`src/rtl/hrm_ctrl_mc.sv`:
```
// Microcoded control FSM for the HRM instruction set: sequences fetch/decode/execute
// strobes for the datapath and counts retired instructions.
module hrm_ctrl_mc #(
    parameter int unsigned IW    = 8,
    parameter int unsigned CH_W  = 2,
    parameter int unsigned CNT_W = 16
) (
    input  logic                 clk,
    input  logic                 i_rst_n,
    input  logic [IW-1:0]        INSTR,
    input  logic [(2**CH_W)-1:0] inEmpty,
    input  logic [(2**CH_W)-1:0] outFull,
    input  logic                 mem_rdy,
    input  logic                 debug,
    input  logic                 nxtInstr,
    output logic                 wIR,
    output logic                 wR,
    output logic                 srcA,
    output logic                 wM,
    output logic                 wAR,
    output logic                 wPC,
    output logic                 rIn,
    output logic                 wO,
    output logic                 ijump,
    output logic                 branch,
    output logic                 rst,
    output logic                 halt,
    output logic [1:0]           muxR,
    output logic [2:0]           aluCtl,
    output logic [CH_W-1:0]      ch_sel,
    output logic                 retire,
    output logic [CNT_W-1:0]     icount
);

    localparam logic [3:0] OP_INBOX    = 4'h0;
    localparam logic [3:0] OP_OUTBOX   = 4'h1;
    localparam logic [3:0] OP_COPYFROM = 4'h2;
    localparam logic [3:0] OP_COPYTO   = 4'h3;
    localparam logic [3:0] OP_ADD      = 4'h4;
    localparam logic [3:0] OP_SUB      = 4'h5;
    localparam logic [3:0] OP_BUMPP    = 4'h6;
    localparam logic [3:0] OP_BUMPN    = 4'h7;
    localparam logic [3:0] OP_JUMP     = 4'h8;
    localparam logic [3:0] OP_JUMPZ    = 4'h9;
    localparam logic [3:0] OP_JUMPN    = 4'hA;
    localparam logic [3:0] OP_HALT     = 4'hF;

    typedef enum logic [4:0] {
        S_RESET, S_FETCH_I, S_WAIT_KEY, S_LOAD_IR, S_DECODE, S_INBOX, S_OUTBOX,
        S_INCPC, S_INCPC2, S_FETCH_O, S_LOAD_AR, S_READMEM, S_READMEM2, S_LOAD_AR2,
        S_COPYFROM, S_COPYTO, S_ADD, S_SUB, S_BUMPP, S_BUMPN, S_JUMP, S_JUMPZ,
        S_JUMPN, S_HALT
    } state_t;

    typedef struct packed {
        logic       wir;
        logic       wr;
        logic       srca;
        logic       wm;
        logic       war;
        logic       wpc;
        logic       rin;
        logic       wo;
        logic       ijump;
        logic       branch;
        logic       rst;
        logic       halt;
        logic [1:0] mux_r;
        logic [2:0] alu_ctl;
        logic       retire;
    } strobes_t;

    localparam strobes_t OUT_RESET = '{rst: 1'b1, default: '0};

    state_t     state;
    state_t     state_next;
    strobes_t   out_d;
    strobes_t   out_q;
    logic [3:0] opcode;
    logic       indirect;
    logic       in_empty_ch;
    logic       out_full_ch;
    logic       instr_unused;

    assign opcode       = INSTR[IW-1 -: 4];
    assign indirect     = INSTR[IW-5];
    assign ch_sel       = INSTR[CH_W-1:0];
    assign in_empty_ch  = inEmpty[ch_sel];
    assign out_full_ch  = outFull[ch_sel];
    assign instr_unused = ^INSTR;

    // State and Moore strobes are registered together so outputs track the state exactly.
    always_ff @(posedge clk or negedge i_rst_n) begin
        if (!i_rst_n) begin
            state <= S_RESET;
            out_q <= OUT_RESET;
        end else begin
            state <= state_next;
            out_q <= out_d;
        end
    end

    // Retired-instruction counter, saturating at all-ones.
    always_ff @(posedge clk or negedge i_rst_n) begin
        if (!i_rst_n) begin
            icount <= '0;
        end else if (out_q.retire && (icount != {CNT_W{1'b1}})) begin
            icount <= icount + CNT_W'(1);
        end
    end

    // Next-state logic, then the strobe decode of the state being entered.
    always_comb begin
        state_next = state;
        out_d      = '0;

        case (state)
            S_RESET:    state_next = S_FETCH_I;
            S_FETCH_I:  if (mem_rdy) state_next = debug ? S_WAIT_KEY : S_LOAD_IR;
            S_WAIT_KEY: if (nxtInstr) state_next = S_LOAD_IR;
            S_LOAD_IR:  state_next = S_DECODE;
            S_DECODE: begin
                case (opcode)
                    OP_INBOX:  if (!in_empty_ch) state_next = S_INBOX;
                    OP_OUTBOX: if (!out_full_ch) state_next = S_OUTBOX;
                    OP_HALT:   state_next = S_HALT;
                    4'hB, 4'hC, 4'hD, 4'hE: state_next = S_INCPC;
                    default:   state_next = S_INCPC2;
                endcase
            end
            S_INCPC2:   state_next = S_FETCH_O;
            S_FETCH_O: begin
                if (mem_rdy) begin
                    case (opcode)
                        OP_JUMP:  state_next = S_JUMP;
                        OP_JUMPZ: state_next = S_JUMPZ;
                        OP_JUMPN: state_next = S_JUMPN;
                        default:  state_next = S_LOAD_AR;
                    endcase
                end
            end
            S_LOAD_AR: begin
                if (indirect)                  state_next = S_READMEM2;
                else if (opcode == OP_COPYTO)  state_next = S_COPYTO;
                else                           state_next = S_READMEM;
            end
            S_READMEM2: if (mem_rdy) state_next = S_LOAD_AR2;
            S_LOAD_AR2: state_next = (opcode == OP_COPYTO) ? S_COPYTO : S_READMEM;
            S_READMEM: begin
                if (mem_rdy) begin
                    case (opcode)
                        OP_BUMPP:    state_next = S_BUMPP;
                        OP_BUMPN:    state_next = S_BUMPN;
                        OP_COPYFROM: state_next = S_COPYFROM;
                        OP_ADD:      state_next = S_ADD;
                        OP_SUB:      state_next = S_SUB;
                        default:     state_next = S_HALT;
                    endcase
                end
            end
            S_BUMPP, S_BUMPN: state_next = S_COPYTO;
            S_INBOX, S_OUTBOX, S_COPYFROM, S_COPYTO, S_ADD, S_SUB: state_next = S_INCPC;
            S_INCPC, S_JUMP, S_JUMPZ, S_JUMPN: state_next = S_FETCH_I;
            S_HALT:     state_next = S_HALT;
            default:    state_next = S_HALT;
        endcase

        case (state_next)
            S_RESET:    out_d.rst = 1'b1;
            S_LOAD_IR:  out_d.wir = 1'b1;
            S_INCPC: begin
                out_d.wpc    = 1'b1;
                out_d.retire = 1'b1;
            end
            S_INCPC2:   out_d.wpc = 1'b1;
            S_LOAD_AR:  out_d.war = 1'b1;
            S_LOAD_AR2: begin
                out_d.war  = 1'b1;
                out_d.srca = 1'b1;
            end
            S_COPYTO:   out_d.wm   = 1'b1;
            S_OUTBOX:   out_d.wo   = 1'b1;
            S_HALT:     out_d.halt = 1'b1;
            S_INBOX: begin
                out_d.rin   = 1'b1;
                out_d.wr    = 1'b1;
                out_d.mux_r = 2'b00;
            end
            S_COPYFROM: begin
                out_d.wr    = 1'b1;
                out_d.mux_r = 2'b01;
            end
            S_ADD, S_SUB, S_BUMPP, S_BUMPN: begin
                out_d.wr    = 1'b1;
                out_d.mux_r = 2'b11;
                case (state_next)
                    S_SUB:   out_d.alu_ctl = 3'b001;
                    S_BUMPP: out_d.alu_ctl = 3'b010;
                    S_BUMPN: out_d.alu_ctl = 3'b011;
                    default: out_d.alu_ctl = 3'b000;
                endcase
            end
            S_JUMP: begin
                out_d.branch = 1'b1;
                out_d.ijump  = 1'b1;
                out_d.wpc    = 1'b1;
                out_d.retire = 1'b1;
            end
            S_JUMPZ: begin
                out_d.branch  = 1'b1;
                out_d.wpc     = 1'b1;
                out_d.retire  = 1'b1;
                out_d.alu_ctl = 3'b000;
            end
            S_JUMPN: begin
                out_d.branch  = 1'b1;
                out_d.wpc     = 1'b1;
                out_d.retire  = 1'b1;
                out_d.alu_ctl = 3'b100;
            end
            default: ;
        endcase
    end

    assign wIR    = out_q.wir;
    assign wR     = out_q.wr;
    assign srcA   = out_q.srca;
    assign wM     = out_q.wm;
    assign wAR    = out_q.war;
    assign wPC    = out_q.wpc;
    assign rIn    = out_q.rin;
    assign wO     = out_q.wo;
    assign ijump  = out_q.ijump;
    assign branch = out_q.branch;
    assign rst    = out_q.rst;
    assign halt   = out_q.halt;
    assign muxR   = out_q.mux_r;
    assign aluCtl = out_q.alu_ctl;
    assign retire = out_q.retire;

endmodule

```
`config.mk`:
```
export PLATFORM = sky130hd
export DESIGN_NAME = hrm_ctrl_mc
export DESIGN_NICKNAME = d
export VERILOG_FILES = /design/src/rtl/hrm_ctrl_mc.sv
export SDC_FILE = /design/constraint.sdc
export NUM_CORES = 1
export LEC_CHECK = 0
export ABC_AREA = 1
export CORE_MARGIN = 4
export CORE_UTILIZATION = 45
export DETAILED_ROUTE_END_ITERATION = 7
export PLACE_DENSITY_LB_ADDON = 0.08
export SLEW_MARGIN = 20
export SYNTH_ARGS = -nofsm -noshare
export SYNTH_HDL_FRONTEND = slang
export SYNTH_SLANG_ARGS = --single-unit
export TNS_END_PERCENT = 10
```
`constraint.sdc`:
```
create_clock -name clk -period 2.4 [get_ports clk]
set_input_delay 0.48 -clock clk [delete_from_list [all_inputs] [get_ports clk]]
set_output_delay 0.48 -clock clk [all_outputs]
set_load 0.01 [all_outputs]
```
==> impl_metrics.json, run 1 <==
{
  "outcome": "finished clean",
  "synth.yosys.seq_area_share_pct": 38.2,
  "cp_max_delay_cell": "sky130_fd_sc_hd__dfrtp_1",
  "starting_density_pct": 46.4,
  "track_usage_pct": 19.2,
  "startpoint_type": "flop",
  "synth.top_cell.area_share_pct": 37.2,
  "critPathBufInv": 1,
  "final_layout_size_suffix_gt1_share_pct": 15.7,
  "layoutNonFillerInstCount": 485,
  "min_path_type": "input pin to async pin",
  "cts_tree": "yes",
  "global_route.usage.met3_pct": 4.27,
  "design.portCount": 57,
  "grt_pass1_wl_um": 10900,
  "antenna_cells_inserted": 0,
  "timing.hold.ws_ns": 0.293,
  "most_used_cells_in_the_layout_excluding_fill_and_tap_cells": "85 x sky130_fd_sc_hd__nand2_1, 54 x sky130_fd_sc_hd__clkdlybuf4s50_1, 46 x sky130_fd_sc_hd__nor2_1, 38 x sky130_fd_sc_hd__inv_1, 38 x sky130_fd_sc_hd__dfrtp_1",
  "post_cts_buffers": 0,
  "setup_repair_after_global_routing_missed_its_margin": "false",
  "synthesis.nets": 370,
  "synthesis.yosys.warnings": 0,
  "cellPowerDensity_nw_per_um2": 394,
  "synth-seq-cells": 39,
  "detail_route.iter0.violations": 87,
  "clock_path_buffers": 2,
  "detailed_place_hpwl_um": 4900,
  "placed_cells": 477,
  "cts_max_level": 2,
  "worst_slew_pin_slew_ns": 0.854,
  "p_leak_nw": 1.66,
  "yosys.cell_types.count": 33,
  "first_global_vias": 2349,
  "viasPerCell": 4.95,
  "finalNetCount": 434,
  "clock_latency_ns": 0.29,
  "cts_made_buffers": 5,
  "critical_path.top_delay_family": "simple AND/OR/NAND/NOR gates",
  "core.rowCount": 27,
  "globalRouteOverflowTotal": 0,
  "global_route.usage.met2_pct": 30.9,
  "post_cts_hold_buffer_count": 0,
  "cap_violations": 0,
  "layout_commonest_cell": "sky130_fd_sc_hd__nand2_1",
  "layout.area.seq_um2": 977,
  "worst-setup-path-type": "flop to flop",
  "hold_violations": 0,
  "path_clk_slew_ns": 0.08,
  "report.final.setup_viol": 0,
  "synth_top_cells_by_area": "sky130_fd_sc_hd__dfrtp_1 37%, sky130_fd_sc_hd__nand2_1 12%, sky130_fd_sc_hd__nor2_1 6.8%, sky130_fd_sc_hd__nand3_1 6.3%, sky130_fd_sc_hd__inv_1 5.6%",
  "worstSetupEndpointType": "flop",
  "final_critical_path_required_period_ns": 2.11,
  "final.setup_skew_ns": 0.00587,
  "wl_per_cell_um": 13.0,
  "port_buffers": 55,
  "cts_num_sinks": 39,
  "max-vdd-ir-drop_mv": 0.405,
  "ctsResizeCount": 0,
  "maxClockFrequency_mhz": 475,
  "design.die.area_um2": 6950,
  "placeableCoreArea_um2": 5510,
  "cts_root_buf": "sky130_fd_sc_hd__clkbuf_8",
  "drt_pass1_iterations": 4,
  "area_taken_by_multi_input_logic_gates_um2": 1340,
  "die-width_um": 83.4,
  "grt_start_max_net_pins": 40,
  "worstPathCellList": "inv_2 > nand2_4 > nor2_1 > nand2_1 > o21ai_1 > nor2_1 > nand3_1 > nor2_4 > nor2_4 > nand2_1 > nor3_2",
  "syn_to_final_growth_pct": 30.1,
  "detailroute.via_count": 2400,
  "yosysTopAreaCell": "sky130_fd_sc_hd__dfrtp_1",
  "met1_usage_pct": 25.5,
  "worst_ep_arrival_time_ns": 2.32,
  "slowest_delay_ns": 0.49,
  "drt_drc_violations_left": 0,
  "critical_path_peak_fanout": 11,
  "gr-max-usage-layer": "met2",
  "finalPower_mw": 1.31,
  "final_ant_viol_nets": 0,
  "finalWirelength_um": 6300,
  "max-slew-margin-rel_pct": 43.1,
  "report.final.slew_viol_count": 0,
  "chipHeight_um": 83.4,
  "fillers": 525,
  "postSynthAreaPerCell_um2": 7.35,
  "gate_count_of_the_mapped_netlist": 348,
  "final.period_utilization_pct": 87.8,
  "globalplace.congestion": 0.852,
  "mappedNetlistArea_um2": 2560,
  "final.setup.tns_ns": 0,
  "initial_antenna_violation_count": 0,
  "required_ns": 2.62
}
-- layer usage --
layer	share of wire (%)	vias up
li1	-	1226
met1	48	1117
met2	47	50
met3	4.4	7
met4	1.0	0
met5	0	-
-- registers in the layout (all words and copies together) (netlist names), 2 cells and up --
| name | cells |
|---|---|
| aluCtl | 3 |
| icount | 16 |
| muxR | 2 |
| state | 5 |
-- cell usage after synthesis --
cell                        n
sky130_fd_sc_hd__dfrtp_1   38
sky130_fd_sc_hd__inv_2      9
sky130_fd_sc_hd__o21ai_0   10
sky130_fd_sc_hd__nor3_1    13
sky130_fd_sc_hd__nand2_4    5
sky130_fd_sc_hd__nor2_1    46
sky130_fd_sc_hd__dfstp_2    1
sky130_fd_sc_hd__nand2_2    5
sky130_fd_sc_hd__buf_2      2
sky130_fd_sc_hd__o21ai_1    1
sky130_fd_sc_hd__xnor2_1    5
sky130_fd_sc_hd__conb_1     1
sky130_fd_sc_hd__clkinv_1   1
sky130_fd_sc_hd__xor2_1     8
sky130_fd_sc_hd__a22oi_1    1
sky130_fd_sc_hd__nand3_2    7
sky130_fd_sc_hd__nor2_8     3
sky130_fd_sc_hd__a21oi_1    3
sky130_fd_sc_hd__nor2_4     3
sky130_fd_sc_hd__nor3_2     2
sky130_fd_sc_hd__inv_1     38
sky130_fd_sc_hd__a21oi_2    1
sky130_fd_sc_hd__inv_4      2
sky130_fd_sc_hd__ha_1       1
sky130_fd_sc_hd__o22ai_1    1
sky130_fd_sc_hd__nand2_1   85
sky130_fd_sc_hd__nand3_1   32
sky130_fd_sc_hd__nand4_1    7
sky130_fd_sc_hd__nor4_1     3
sky130_fd_sc_hd__nor2_2     9
sky130_fd_sc_hd__nand4_2    1
sky130_fd_sc_hd__buf_4      3
sky130_fd_sc_hd__buf_6      1
-- cell families (layout without fill, tap and decap cells) --
kind of cell | after synthesis | in the layout | synth area share (%)
other cells | 1 | 1 | 0.147
buf+inv | 56 | 121 | 9.25
fa+ha+maj | 1 | 1 | 0.489
compound gates | 17 | 17 | 3.62
simple gates | 221 | 221 | 43.8
flops | 39 | 39 | 38.2
xor+xnor | 13 | 13 | 4.45
-- power breakdown --
part	switching (mW)	internal (mW)	leakage, nW
clock	0.241	0.315	0.0587
sequential	0.000179	0.658	0.516
combinational	0.0497	0.0459	1.08
-- area by class of cell --
type,count,share of cell area [%]
multi-input cells,253,40.4
flip-flops and latches,39,29.4
repair buffers,63,18.2
inverters,50,5.80
well taps,72,2.71
clock buffers,5,2.07
clock inverters,3,1.43
-- per-stage QoR --
step | utilization (%) | setup slack (ns) | instance area, um2
3_3_place_gp | 58.3 | 0.0173 | 3210
6_report | 60.4 | 0.293 | 3320
2_1_floorplan | - | 0.607 | 2560
3_5_place_dp | 58.3 | 0.0154 | 3210
5_1_grt | 60.4 | 0.0902 | 3320
4_1_cts | 60.4 | 0.289 | 3320
-- final timing paths --
check / end / depth (start not counted) / slack (ns) / start
max: ijump / 11 / 0.29 / state[4]
min: icount[1] / 1 / 0.29 / i_rst_n
max reg2reg: ijump / 11 / 0.29 / state[4]
min reg2reg: icount[14] / 1 / 0.50 / icount[14]
max in group asynchronous: state[3] / 1 / 1.57 / i_rst_n
min in group clk: icount[14] / 1 / 0.50 / icount[14]
No activity file was read; power rests on OpenSTA's default activity.
==> inputs of run 2 (changes only) <==
--- a/config.mk
+++ b/config.mk
@@ -5,8 +5,7 @@
 export SDC_FILE = /design/constraint.sdc
 export NUM_CORES = 1
 export LEC_CHECK = 0
-export ABC_AREA = 1
-export CORE_MARGIN = 4
+export CORE_MARGIN = 3
 export CORE_UTILIZATION = 45
 export DETAILED_ROUTE_END_ITERATION = 7
 export PLACE_DENSITY_LB_ADDON = 0.08
==> run 2 against run 1 <==
Compared with the run above:
- clock power down 15%
- combinational power up 19%
- area after synthesis down 11%
- power down 4.9%
- maximum frequency down 8.1%
- core utilization up 7.0 points
- sequential share of layout area up 0.90 points
- synthesized cell count down 34%
- global-route usage down 0.31 points
- worst setup slack worse by 0.19 ns
- die area down 15%
==> impl_metrics.json, run 2 <==
{
  "mappedNetlistArea_um2": 2270,
  "fillers": 407,
  "max-vdd-ir-drop_mv": 0.422,
  "synthesis.nets": 250,
  "grt_pass1_wl_um": 8960,
  "worstSetupEndpointType": "flop",
  "cts_max_level": 2,
  "async_flop_share_pct": 100,
  "final_util_pct": 67.4,
  "flip_flop_count_of_the_largest_register_all_copies_and_words_added": 16,
  "layout.area.seq_um2": 977,
  "cap_violations": 0,
  "yosys.cell_count.top_type": "sky130_fd_sc_hd__dfrtp_1",
  "cts_num_sinks": 39,
  "hold_violations": 0,
  "initial_antenna_violation_count": 0,
  "grt_start_max_net_pins": 40,
  "first_global_vias": 1913,
  "worst_slew_pin_slew_ns": 0.829,
  "core.rowCount": 25,
  "synth_flop_cell": "sky130_fd_sc_hd__dfrtp_1",
  "synth-seq-cells": 39,
  "port_buffers": 55,
  "cts_tree": "yes",
  "placeableCoreArea_um2": 4790,
  "outcome": "finished clean",
  "globalRouteOverflowTotal": 0,
  "detailroute.via_count": 2016,
  "detail_route.iter0.violations": 107,
  "viasPerCell": 5.35,
  "yosysTopAreaCell": "sky130_fd_sc_hd__dfrtp_1",
  "finalNetCount": 331,
  "cellPowerDensity_nw_per_um2": 386,
  "area_taken_by_multi_input_logic_gates_um2": 1200,
  "final.period_utilization_pct": 95.5,
  "synthesis.yosys.warnings": 0,
  "cts_root_buf": "sky130_fd_sc_hd__clkbuf_8",
  "yosys.cell_types.count": 65,
  "cts_made_buffers": 5,
  "synth.top_cell.area_share_pct": 41.9,
  "design.portCount": 57,
  "postSynthAreaPerCell_um2": 9.96,
  "antenna_cells_inserted": 0,
  "min_path_type": "input pin to async pin",
  "place_ws_ns": -0.327,
  "finalWorstSetupSlack_ns": 0.107,
  "report.final.setup_viol": 0,
  "drt_drc_violations_left": 0,
  "max-slew-margin-rel_pct": 44.7,
  "worst_ep_arrival_time_ns": 2.45,
  "timing.hold.ws_ns": 0.293,
  "design.die.area_um2": 5940,
  "worst-setup-path-type": "input pin to flop",
  "final_critical_path_required_period_ns": 2.29,
  "report.final.slew_viol_count": 0,
  "finalWirelength_um": 5420,
  "maxClockFrequency_mhz": 436,
  "detailed_place_hpwl_um": 4120,
  "required_ns": 2.56,
  "final.setup_skew_ns": 0.00206,
  "chipHeight_um": 77.0,
  "track_usage_pct": 18.9,
  "layout_commonest_cell": "sky130_fd_sc_hd__clkdlybuf4s50_1",
  "setup_repair_after_global_routing_missed_its_margin": "true",
  "critical_path_peak_fanout": 5,
  "synth-edff-count": 0,
  "synthTopCellsByCount": "38 x sky130_fd_sc_hd__dfrtp_1, 18 x sky130_fd_sc_hd__nand2_1, 15 x sky130_fd_sc_hd__nor2_1",
  "post_cts_buffers": 0,
  "die-width_um": 77.0,
  "syn_to_final_growth_pct": 42.0,
  "most_used_cells_in_the_layout_excluding_fill_and_tap_cells": "50 x sky130_fd_sc_hd__clkdlybuf4s50_1, 38 x sky130_fd_sc_hd__dfrtp_1, 36 x sky130_fd_sc_hd__buf_4, 18 x sky130_fd_sc_hd__nand2_1, 15 x sky130_fd_sc_hd__nor2_1",
  "synth_top_cells_by_area": "sky130_fd_sc_hd__dfrtp_1 42%, sky130_fd_sc_hd__xnor2_1 4.6%, sky130_fd_sc_hd__nand2_1 3.0%, sky130_fd_sc_hd__buf_2 2.9%, sky130_fd_sc_hd__nand3_1 2.6%",
  "path_clk_slew_ns": 0.07,
  "post_cts_hold_buffer_count": 0,
  "startpoint_type": "input pin",
  "wl_per_cell_um": 14.4,
  "clock_latency_ns": 0.28,
  "gate_count_of_the_mapped_netlist": 228,
  "clock_path_buffers": 2,
  "globalplace.congestion": 0.879,
  "drt_pass1_iterations": 4,
  "synth.yosys.seq_area_share_pct": 43.0,
  "starting_density_pct": 47.5,
  "p_leak_nw": 1.39,
  "final_ant_viol_nets": 0,
  "regMostFlops": "icount",
  "final_layout_size_suffix_gt1_share_pct": 22.6
}
==> run 2: cell count changes after synthesis, sizes merged, moves of 7 or more <==
cell,delta
buf,+10
nor2,-46
nand3,-27
nor2b,+8
nand2,-76
xnor2,+7
inv,-38
nor3,-10
==> run 2: timing repair <==
item,4_1_cts,5_1_grt
pin swaps,0,3
gates resized for setup,2,10
gates cloned,0,0
setup endpoints to repair,2,13
==> run 2: metrics by stage <==
| step | area [um2] | TNS (ns) | power [mW] | std cells |
|---|---|---|---|---|
| after floorplan | 2270 | 0 | 0.714 | 228 |
| after global placement | 3080 | -3.68 | 0.784 | 369 |
| after detailed placement | 3080 | -3.72 | 0.786 | 369 |
| after CTS | 3180 | 0 | 1.26 | 377 |
| after global routing | 3230 | -0.0185 | 1.30 | 377 |
| final | 3230 | 0 | 1.25 | 377 |
==> run 2: power breakdown <==
part	total [mW]	switching, mW	internal, mW	leakage [nW]
logic	0.114	0.0512	0.0631	0.827
clock network	0.472	0.210	0.262	0.0515
registers	0.659	0.000158	0.658	0.516
==> run 2: kinds of logic after synthesis <==
| family | after synthesis | share of synthesized area [%] |
|---|---|---|
| compound gates | 41 | 14.8 |
| other cells | 1 | 0.165 |
| buf+inv | 28 | 6.01 |
| flops | 39 | 43.0 |
| fa+ha+maj | 1 | 0.551 |
| mux | 7 | 3.80 |
| xor+xnor | 15 | 5.79 |
| simple gates | 96 | 25.9 |
==> run 2: worst max-delay path, stage by stage <==
cell                              delay, ns
sky130_fd_sc_hd__clkdlybuf4s50_1       0.49
sky130_fd_sc_hd__buf_4                 0.18
sky130_fd_sc_hd__and2_1                0.13
sky130_fd_sc_hd__a222oi_1              0.35
sky130_fd_sc_hd__o32a_1                0.24
sky130_fd_sc_hd__and4_2                0.28
sky130_fd_sc_hd__inv_2                 0.07
sky130_fd_sc_hd__nand2_2               0.13
sky130_fd_sc_hd__o211ai_1              0.11
==> run 2: metal layers <==
layer	track usage, %	part of all wire, %
met3	4.34	5.7
met2	31.2	49
met5	0	0
met4	5.87	0.61
met1	24.6	44
==> run 2: final timing paths <==
kind | startpoint | to | slack (ns) | depth (start not counted)
max | INSTR[4] | wPC | 0.11 | 9
min | i_rst_n | icount[14] | 0.29 | 1
max reg2reg | state[4] | wR | 0.21 | 8
min reg2reg | icount[15] | icount[15] | 0.50 | 1
max in group asynchronous | i_rst_n | state[3] | 1.59 | 1
min in group clk | icount[15] | icount[15] | 0.50 | 1
==> run 2: final cells by class <==
class | count | area share (%)
Sequential cell | 39 | 30.3
Multi-Input combinational cell | 161 | 37.2
Clock buffer | 8 | 3.10
Inverter | 11 | 1.28
Timing Repair Buffer | 91 | 25.5
Tap cell | 67 | 2.60
==> inputs of run 3 (changes only) <==
--- a/config.mk
+++ b/config.mk
@@ -5,7 +5,6 @@
 export SDC_FILE = /design/constraint.sdc
 export NUM_CORES = 1
 export LEC_CHECK = 0
-export CORE_MARGIN = 3
 export CORE_UTILIZATION = 45
 export DETAILED_ROUTE_END_ITERATION = 7
 export PLACE_DENSITY_LB_ADDON = 0.08
==> run 3 against run 2 <==
Compared with the run above:
- final cell count is 0.53% lower
- sequential share of layout area increased by 0.27 points
- combinational power barely moved
- cell area is 0.89% lower
- count of clock-buffer cells in the layout fell by 2
- clock skew grew 0.0035 ns
- first-iteration DRC count up 9.3%
- global-route usage rose by 2.3 points
- critical path type unchanged
- die area fell by 10%
- critical path depth shrank 2
- maximum frequency fell by 0.89%
==> impl_metrics.json, run 3 (synthesized netlist as in run 2, its figures left out) <==
{
  "outcome": "finished clean",
  "worst-setup-path-type": "input pin to flop",
  "layout_commonest_cell": "sky130_fd_sc_hd__clkdlybuf4s50_1",
  "cts_made_buffers": 5,
  "path_clk_slew_ns": 0.07,
  "max-slew-margin-rel_pct": 45.7,
  "wl_per_cell_um": 13.8,
  "worstSetupEndpointType": "flop",
  "worst_ep_arrival_time_ns": 2.51,
  "layout.area.seq_um2": 977,
  "grt_start_max_net_pins": 40,
  "final.period_utilization_pct": 96.4,
  "regMostFlops": "icount",
  "cp_max_delay_cell": "sky130_fd_sc_hd__mux4_2",
  "design.die.area_um2": 5330,
  "final.setup.tns_ns": 0,
  "setup_repair_after_global_routing_missed_its_margin": "false",
  "postLayoutCellArea_um2": 3200,
  "fillers": 412,
  "area_taken_by_multi_input_logic_gates_um2": 1170,
  "worstPathCellList": "clkdlybuf4s50_1 > mux4_2 > a2bb2oi_1 > nor3_1 > nor4_4 > buf_4 > o311ai_4",
  "port_buffers": 55,
  "worst_slew_pin_slew_ns": 0.814,
  "startpoint_type": "input pin",
  "hold_violations": 0,
  "placeableCoreArea_um2": 4790,
  "track_usage_pct": 21.1,
  "viasPerCell": 5.40,
  "syn_to_final_growth_pct": 40.8,
  "detailroute.via_count": 2025,
  "first_global_vias": 1897,
  "chipHeight_um": 73.0,
  "final_layout_size_suffix_gt1_share_pct": 21.1,
  "detailed_place.area_um2": 3050,
  "finalWorstSetupSlack_ns": 0.0863,
  "maxClockFrequency_mhz": 432,
  "regToRegStartpoint": "state[4]",
  "cts_num_sinks": 39,
  "post_cts_hold_buffer_count": 0,
  "cts_root_buf": "sky130_fd_sc_hd__clkbuf_8",
  "final_ant_viol_nets": 0,
  "cts_tree": "yes",
  "report.final.setup_viol": 0,
  "max-vdd-ir-drop_mv": 0.380,
  "grt_pass1_wl_um": 8690,
  "slowest_delay_ns": 0.51,
  "detailed_place_hpwl_um": 3960,
  "flip_flop_count_of_the_largest_register_all_copies_and_words_added": 16,
  "globalplace.congestion": 0.946,
  "globalRouteOverflowTotal": 0,
  "clock_path_buffers": 2,
  "final_critical_path_required_period_ns": 2.31,
  "min_path_type": "input pin to async pin",
  "drt_drc_violations_left": 0,
  "cellPowerDensity_nw_per_um2": 415,
  "cap_violations": 0,
  "detail_route.iter0.violations": 117,
  "die-width_um": 73.0,
  "reg2regPathDepth": 8,
  "clock_latency_ns": 0.29,
  "critical_path_peak_fanout": 5,
  "p_leak_nw": 1.39,
  "drt_pass1_iterations": 4,
  "most_used_cells_in_the_layout_excluding_fill_and_tap_cells": "51 x sky130_fd_sc_hd__clkdlybuf4s50_1, 38 x sky130_fd_sc_hd__dfrtp_1, 34 x sky130_fd_sc_hd__buf_4, 18 x sky130_fd_sc_hd__nand2_1, 15 x sky130_fd_sc_hd__nor2_1",
  "core.rowCount": 25,
  "timing.critical_path.depth": 7,
  "final.setup_skew_ns": 0.00552,
  "required_ns": 2.60,
  "finalNetCount": 329,
  "initial_antenna_violation_count": 0,
  "finalWirelength_um": 5180,
  "setup.worst_path.start": "INSTR[0]",
  "starting_density_pct": 47.5,
  "report.final.slew_viol_count": 0,
  "place_ws_ns": -0.320,
  "design.portCount": 57,
  "antenna_cells_inserted": 0,
  "critical_path.top_delay_family": "buffers and inverters",
  "final_util_pct": 66.8,
  "cts_max_level": 2,
  "critPathBufInv": 2
}
run 3: final timing paths:
kind / end / slack, ns
setup reg to reg: wIR / 0.22
hold / removal: icount[4] / 0.28
min in group clk: icount[15] / 0.50
max in group asynchronous: halt / 1.61
hold reg to reg: icount[15] / 0.50
setup / recovery: wR / 0.09
run 3: layout make-up:
| type | count | area share [%] |
|---|---|---|
| Inverter | 11 | 1.29 |
| Sequential cell | 39 | 30.6 |
| Tap cell | 67 | 2.62 |
| Timing Repair Buffer | 89 | 25.3 |
| Clock buffer | 6 | 2.58 |
| Multi-Input combinational cell | 161 | 36.6 |
| Clock inverter | 2 | 1.10 |
run 3: timing repair:
action,4_1_cts,5_1_grt
endpoints found under the setup margin,1,9
pin swaps,0,4
resized for setup,1,6
setup buffers,0,1
run 3: power breakdown:
part	leakage (nW)	internal, mW	total [mW]	switching (mW)
clock network	0.0612	0.336	0.556	0.220
registers	0.516	0.658	0.659	0.000158
logic	0.810	0.0616	0.111	0.0497
total	1.39	1.06	1.33	0.269
run 3: stage by stage:
step | cells | total power [mW] | hold WS (ns)
floorplan | 228 | 0.714 | 0.184
global placement | 366 | 0.782 | 0.484
detailed placement | 366 | 0.783 | 0.498
CTS | 374 | 1.33 | 0.297
global route | 375 | 1.37 | 0.358
finish | 375 | 1.33 | 0.275
run 3: worst register-to-register path: stages (launching register included):
cell and delay (ns):
sky130_fd_sc_hd__dfrtp_1 0.46, sky130_fd_sc_hd__buf_4 0.20, sky130_fd_sc_hd__or2_1 0.24, sky130_fd_sc_hd__mux2_2 0.27, sky130_fd_sc_hd__o311a_1 0.32, sky130_fd_sc_hd__and4_4 0.20, sky130_fd_sc_hd__inv_2 0.10, sky130_fd_sc_hd__nand2_2 0.10
sky130_fd_sc_hd__nor4_1 0.18
run 3: per-layer routing:
metal  share of wire (%)  GRT usage [%]  up-vias
met4                 1.5           8.28        0
met2                  48           32.7       58
li1                    -              -      987
met3                 5.1           4.14        9
met1                  45           29.1      971
met5                   0              0        -
